<file path="src/rtl/data_mem_pkg.sv">
// data_mem_pkg
// Shared constants and helpers for the single-cycle data memory.
//   MIPS_DATA_WIDTH / MIPS_ADDR_WIDTH : default datapath word and byte-address widths
//   DEF_MMIO_ADDR                     : default byte address of the output register
//   clog2()                           : index width for a word array of a given depth
package data_mem_pkg;

    localparam int MIPS_DATA_WIDTH = 32;
    localparam int MIPS_ADDR_WIDTH = 32;
    localparam logic [31:0] DEF_MMIO_ADDR = 32'h0000_FFFC;

    // Ceiling log2, usable in constant expressions (parameter defaults).
    function automatic int clog2(input int value);
        int result;
        result = 0;
        for (int v = value - 1; v > 0; v = v >> 1) begin
            result = result + 1;
        end
        return result;
    endfunction

endpackage

</file>
<file path="src/rtl/data_mem_addr_dec.sv">
// dmem_addr_dec
// Combinational decode of a byte address for the data memory.
//   addr       in  byte address
//   index      out word index, addr[IDX_WIDTH+1:2]
//   in_range   out address falls inside the word array (addr < 4 * 2**IDX_WIDTH)
//   is_mmio    out address hits the output register (only when MMIO_EN is set)
//   misaligned out low two address bits are non-zero
module dmem_addr_dec
    import data_mem_pkg::*;
#(
    parameter int                    ADDR_WIDTH = MIPS_ADDR_WIDTH,
    parameter int                    IDX_WIDTH  = 6,
    parameter bit                    MMIO_EN    = 1'b0,
    parameter logic [ADDR_WIDTH-1:0] MMIO_ADDR  = ADDR_WIDTH'(DEF_MMIO_ADDR)
) (
    input  logic [ADDR_WIDTH-1:0] addr,
    output logic [IDX_WIDTH-1:0]  index,
    output logic                  in_range,
    output logic                  is_mmio,
    output logic                  misaligned
);

    assign index      = addr[IDX_WIDTH+1:2];
    // Every bit above the array span must be zero for the address to be decoded.
    assign in_range   = (addr[ADDR_WIDTH-1:IDX_WIDTH+2] == '0);
    // The array wins if the register address were ever placed inside it.
    assign is_mmio    = MMIO_EN && !in_range && (addr == MMIO_ADDR);
    assign misaligned = |addr[1:0];

endmodule

</file>
<file path="src/rtl/data_mem.sv">
// data_mem
// Word-organised data memory for a single-cycle datapath: combinational read,
// store committed on the rising clock edge, sticky access-error flags and a
// saturating store counter. Optional output register enabled by DMEM_MMIO_EN.
//   CLK          in  clock, all state changes on the rising edge
//   RST          in  synchronous reset, active low
//   ADDR         in  byte address (ALU result)
//   WD           in  store data (register-file RD2)
//   WE           in  store enable
//   RE           in  load qualifier, only used for error flagging
//   RD           out load data, combinational, old data during a same-word store
//   MISALIGN_ERR out sticky: access with ADDR[1:0] != 0
//   RANGE_ERR    out sticky: access outside the array and not at the output register
//   ST_CNT       out committed stores, saturating at all-ones
//   IO_OUT       out output register (zero without DMEM_MMIO_EN)
//   IO_VALID     out one-cycle pulse after an output-register store (zero without DMEM_MMIO_EN)
module data_mem
    import data_mem_pkg::*;
#(
    parameter int                    DATA_WIDTH = MIPS_DATA_WIDTH,
    parameter int                    ADDR_WIDTH = MIPS_ADDR_WIDTH,
    parameter int                    DEPTH      = 64,
    parameter int                    CNT_WIDTH  = 16,
    parameter logic [ADDR_WIDTH-1:0] MMIO_ADDR  = ADDR_WIDTH'(DEF_MMIO_ADDR)
) (
    input  logic                  CLK,
    input  logic                  RST,
    input  logic [ADDR_WIDTH-1:0] ADDR,
    input  logic [DATA_WIDTH-1:0] WD,
    input  logic                  WE,
    input  logic                  RE,
    output logic [DATA_WIDTH-1:0] RD,
    output logic                  MISALIGN_ERR,
    output logic                  RANGE_ERR,
    output logic [CNT_WIDTH-1:0]  ST_CNT,
    output logic [DATA_WIDTH-1:0] IO_OUT,
    output logic                  IO_VALID
);

    localparam int IDX_WIDTH = clog2(DEPTH);

`ifdef DMEM_MMIO_EN
    localparam bit MMIO_EN = 1'b1;
`else
    localparam bit MMIO_EN = 1'b0;
`endif

    logic [IDX_WIDTH-1:0]  index;
    logic                  in_range;
    logic                  is_mmio;
    logic                  misaligned;
    logic                  access;
    logic                  commit_mem;
    logic                  commit_io;
    logic [DATA_WIDTH-1:0] mem [DEPTH];

    dmem_addr_dec #(
        .ADDR_WIDTH (ADDR_WIDTH),
        .IDX_WIDTH  (IDX_WIDTH),
        .MMIO_EN    (MMIO_EN),
        .MMIO_ADDR  (MMIO_ADDR)
    ) u_dec (
        .addr       (ADDR),
        .index      (index),
        .in_range   (in_range),
        .is_mmio    (is_mmio),
        .misaligned (misaligned)
    );

    assign access     = WE | RE;
    assign commit_mem = WE & in_range;
    // is_mmio is constant zero when no output register is built.
    assign commit_io  = WE & is_mmio;

    // Array, counter and sticky flags. Reset overrides a store in the same cycle.
    always_ff @(posedge CLK) begin
        if (!RST) begin
            for (int i = 0; i < DEPTH; i++) begin
                mem[i] <= '0;
            end
            ST_CNT       <= '0;
            MISALIGN_ERR <= 1'b0;
            RANGE_ERR    <= 1'b0;
        end else begin
            // A misaligned store still lands on the word selected by the index.
            if (commit_mem) begin
                mem[index] <= WD;
            end
            if ((commit_mem || commit_io) && (ST_CNT != '1)) begin
                ST_CNT <= ST_CNT + 1'b1;
            end
            if (access && misaligned) begin
                MISALIGN_ERR <= 1'b1;
            end
            if (access && !in_range && !is_mmio) begin
                RANGE_ERR <= 1'b1;
            end
        end
    end

`ifdef DMEM_MMIO_EN
    always_ff @(posedge CLK) begin
        if (!RST) begin
            IO_OUT   <= '0;
            IO_VALID <= 1'b0;
        end else begin
            if (commit_io) begin
                IO_OUT <= WD;
            end
            // Re-armed on every register store, so back-to-back stores hold it high.
            IO_VALID <= commit_io;
        end
    end
`else
    assign IO_OUT   = '0;
    assign IO_VALID = 1'b0;
`endif

    // Read path: no bypass, a same-cycle store to the same word returns old data.
    always_comb begin
        RD = '0;
        if (in_range) begin
            RD = mem[index];
        end else if (is_mmio) begin
            RD = IO_OUT;
        end
    end

endmodule

</file>
<file path="config.mk">
export PLATFORM = sky130hd
export DESIGN_NAME = data_mem
export DESIGN_NICKNAME = d
export VERILOG_FILES = /design/src/rtl/data_mem_pkg.sv /design/src/rtl/data_mem_addr_dec.sv /design/src/rtl/data_mem.sv
export SDC_FILE = /design/constraint.sdc
export NUM_CORES = 2
export LEC_CHECK = 0
export CORE_ASPECT_RATIO = 1.1
export CORE_UTILIZATION = 30
export DETAILED_ROUTE_END_ITERATION = 16
export PLACE_DENSITY = 0.42
export SYNTH_ARGS = -nofsm -noshare
export SYNTH_HDL_FRONTEND = slang
export SYNTH_SLANG_ARGS = --single-unit
</file>
<file path="constraint.sdc">
create_clock -name CLK -period 7.8 [get_ports CLK]
set_input_delay 0.78 -clock CLK [delete_from_list [all_inputs] [get_ports CLK]]
set_output_delay 0.78 -clock CLK [all_outputs]
set_load 0.005 [all_outputs]
</file>
==> impl_summary.md <==
CTS
The buffer count from post-CTS setup fixing is 0. Post-CTS repair changed the size of 0 cells. The total number of clock tree sinks is 2,066. The longest clock path from root to sink contains 4 buffers.

The H-tree was split into 4 levels. At the later pin of the worst-skew pair, clock insertion delay measures 0.96 ns. After clock tree synthesis, the clock-pin slew on the worst setup and hold paths is 0.06 ns.

The root buffer cell is sky130_fd_sc_hd__clkbuf_16. The CTS tree is built. The number of clock buffers inserted by TritonCTS is 232.

The hold buffer count at cts is 0.

STA
The slew at the pin closest to its max-slew limit is 1.35 ns. The tightest hold margin is 0.159 ns. The final worst setup slack is 0.998 ns. The final critical delay including setup and external delays is 6.80 ns. Timing would allow up to 0.147 GHz. Adding up every negative setup slack in the final design gives 0 ns.

The count of endpoints failing hold in the final timing report is 0. The final count of negative-setup-slack endpoints is 0. The final cycle utilization of the critical path is 0.872. The relative slew slack is 0.0734.

Across the routed clock network, the largest skew measured is 0.00210 ns. Setup repair after global routing left no endpoint under its margin. The number of pins exceeding their max-slew limit in the final report is 0.

Pwr
Total power for the finished layout comes to 25.6 mW. Summed over all cells, the static leakage comes to 37.3 nW. The highest ir drop seen on vdd is 0.186 mV. Dividing total power by cell area gives a power density of 236 nW/µm².

Synthesis
The number of enable flip-flop cells after synthesis is 2,048. By count the netlist is led by 2,055 x sky130_fd_sc_hd__and2_1, 2,048 x sky130_fd_sc_hd__edfxtp_1, 475 x sky130_fd_sc_hd__clkbuf_1, 360 x sky130_fd_sc_hd__mux2i_1, 206 x sky130_fd_sc_hd__o21ai_0. The share of the Yosys chip area taken by registers is 0.652. Sorting the synthesized cells by area gives the leading types as sky130_fd_sc_hd__edfxtp_1 65%, sky130_fd_sc_hd__and2_1 14%, sky130_fd_sc_hd__mux2i_1 3.8%, sky130_fd_sc_hd__mux4_2 2.8%, sky130_fd_sc_hd__clkbuf_1 1.9%.

The number of library cell types mapped by synthesis is 72. For this run, the leading register cell type out of synthesis is sky130_fd_sc_hd__edfxtp_1. The cell area after synthesis is 94,900 µm². The post-synthesis average cell area is 13.7 µm².

The biggest area contributor in the post-synthesis netlist is sky130_fd_sc_hd__edfxtp_1. In the post-synthesis netlist, the cell with the most instances is sky130_fd_sc_hd__and2_1. In the synthesized netlist, the number of instances is 6,937. For this run, asynchronously set or reset flops after synthesis account for 0.

The top cell type's share of synthesized area is 0.648. Synthesis inferred 2,066 register bits. During synthesis, Yosys emitted a total of 0 warnings.

Place
Detailed placement finished with a half-perimeter wire length of 253,000 µm. The count of port buffers added during placement is 117. Routability-driven placement finished with a final weighted congestion of 0.934.

Before CTS, the worst setup slack after placement is 1.15 ns.

GRT
The number of antenna violations at the first check in global routing came to 49. Entering global routing, the biggest net connects 81 pins. The met3 track demand over resource is 0.0412.

For met2 alone, demand over resource in global routing was 0.408. The first global-routing pass estimated 552,000 µm of wire. The most used routing layer is met2.

For this run, global-route usage on met1 was measured as 0.333. The overall global routing resource usage is 0.254. The via count of the first global-routing pass was 58,500. After global routing the overflow that remains totals 0.

Floorplanning
The die area is 319,000 µm². The effective utilization at floorplan is 0.301. From bottom edge to top edge, the die measures 592 µm. The floorplan die width is 538 µm. The total area inside the core boundary comes to 315,000 µm². The number of cell rows is 216. In this run the count of I/O pins placed on the die edge is 151.

Hold path
The class of the tightest hold or removal check is primary input to register.

Layout
The area of the multi-input gates is 30,700 µm². Of the cells placed in the final design, the portion with a size suffix greater than 1 is 0.151. The area taken by flip-flops and latches is 61,900 µm².

The growth of design area from synthesis to finish is 14.3%. The layout net count is 6,958. The layout has 30,200 filler cells. The final core utilization is 0.344.

Worst setup path
The critical path in this run is classified as primary input to output port. For this run, the slowest stage of the critical path takes 0.95 ns. Among the stages of the critical path, the cell type that occurs most often is sky130_fd_sc_hd__buf_4.

In this run the worst path has a maximum fanout of 44. STA classifies the critical path startpoint as a primary input. STA classifies the critical path endpoint as an output port.

The cell family contributing the most delay on the critical path is buffers and inverters. The critical path goes through buf_8, buf_4, nor2b_4, buf_12, buf_4, a221oi_1, nor2_1, o21ai_1, nor4b_1, a31oi_1, clkdlybuf4s50_1. STA puts the critical path data required time at 7.02 ns. The slowest cell on the critical path is sky130_fd_sc_hd__nor4b_1.

The data arrival time at the worst-slack endpoint is 6.02 ns. Together, buffers and inverters on the worst path number 5.

Drt
The detailed router finished its first iteration with 7,820 violations. Once detail routing completed, the nets flagged for antenna violations numbered 0. The total routed wirelength is 413,000 µm. After detailed routing, the average wire length per cell comes to 36.8 µm. After detailed routing, the number of vias per cell comes to 5.38. In the routed design, unresolved DRC markers number 0. The routed layout has 60,400 vias. The number of iterations in the first detailed-routing pass is 5.

Outcome
The run finished with clean final reports.

Run
The number of violations of the max-capacitance limit is 0.
==> worst reg2reg max path: cells and delay by family (launching register included) <==
kind	cells	cell delay, ns
simple gates	5	1.56
flops	1	0.43
xor+xnor	1	0.19
==> cell type report <==
cell class	instances	share of cell area
clock inverters	114	0.00723
inverters	7	0.000358
well taps	4142	0.0478
flip-flops and latches	2066	0.570
diodes	16	0.000369
clock buffers	297	0.0558
multi-input cells	4137	0.283
repair buffers	445	0.0350
==> path summary, 6_finish.rpt <==
check | from | to | slack, ns | cells after the start
setup / recovery | ADDR[4] | RD[17] | 1.0 | 11
hold / removal | WD[15] | mem[5][15] | 0.16 | 2
setup reg to reg | ST_CNT[6] | ST_CNT[6] | 5.51 | 6
hold reg to reg | MISALIGN_ERR | MISALIGN_ERR | 0.44 | 2
==> cells by family (layout without fill, tap and decap cells) <==
group           Yosys count  in the layout  synth area share
other cells               1             49         0.0000395
simple gates           2469           2469             0.156
flops                  2066           2066             0.652
compound gates         1025           1025            0.0748
xor+xnor                  8              8          0.000738
buf+inv                 766            863            0.0363
fa+ha+maj                 1              1          0.000132
mux                     601            601            0.0807
==> where the power goes <==
group | internal, mW | switching, mW | total, mW | leakage (nW)
sequential | 12.7 | 0.150 | 12.9 | 19.6
combinational | 0.566 | 1.73 | 2.30 | 14.3
clock | 5.67 | 4.75 | 10.4 | 3.34
total | 19.0 | 6.63 | 25.6 | 37.3
==> through the flow <==
stage / instances / instance area, µm²
finish: 11200 / 108000
global route: 11200 / 108000
CTS: 11200 / 108000
detailed placement: 10800 / 102000
global placement: 10800 / 102000
floorplan: 6969 / 95000
==> cells in the final DEF (no fill, tap or decap), types with 123 or more instances in the layout <==
cell / synthesis / routed
sky130_fd_sc_hd__a21oi_1: 160 / 160
sky130_fd_sc_hd__o22ai_1: 124 / 124
sky130_fd_sc_hd__buf_4: 79 / 308
sky130_fd_sc_hd__and2_1: 2055 / 2053
sky130_fd_sc_hd__edfxtp_1: 2048 / 2048
sky130_fd_sc_hd__o21ai_0: 206 / 143
sky130_fd_sc_hd__a22oi_1: 123 / 123
sky130_fd_sc_hd__mux2i_1: 360 / 360
sky130_fd_sc_hd__clkbuf_16: 0 / 232
sky130_fd_sc_hd__nand2_1: 124 / 123
sky130_fd_sc_hd__a221oi_1: 148 / 148
==> routing by layer <==
layer  part of all wire  vias up  wire [µm]
met4              0.056       10      23000
met2               0.46     2702     191000
met3              0.069      634      28700
met5            0.00013        -         53
met1               0.41    31800     170000
li1                   -    25300          -
==> flip-flops by register name, summed over array words and instances (netlist names) <==
name / cells
mem: 2048
ST_CNT: 16
MISALIGN_ERR: 1
RANGE_ERR: 1
(Power assumes the default switching activity.)
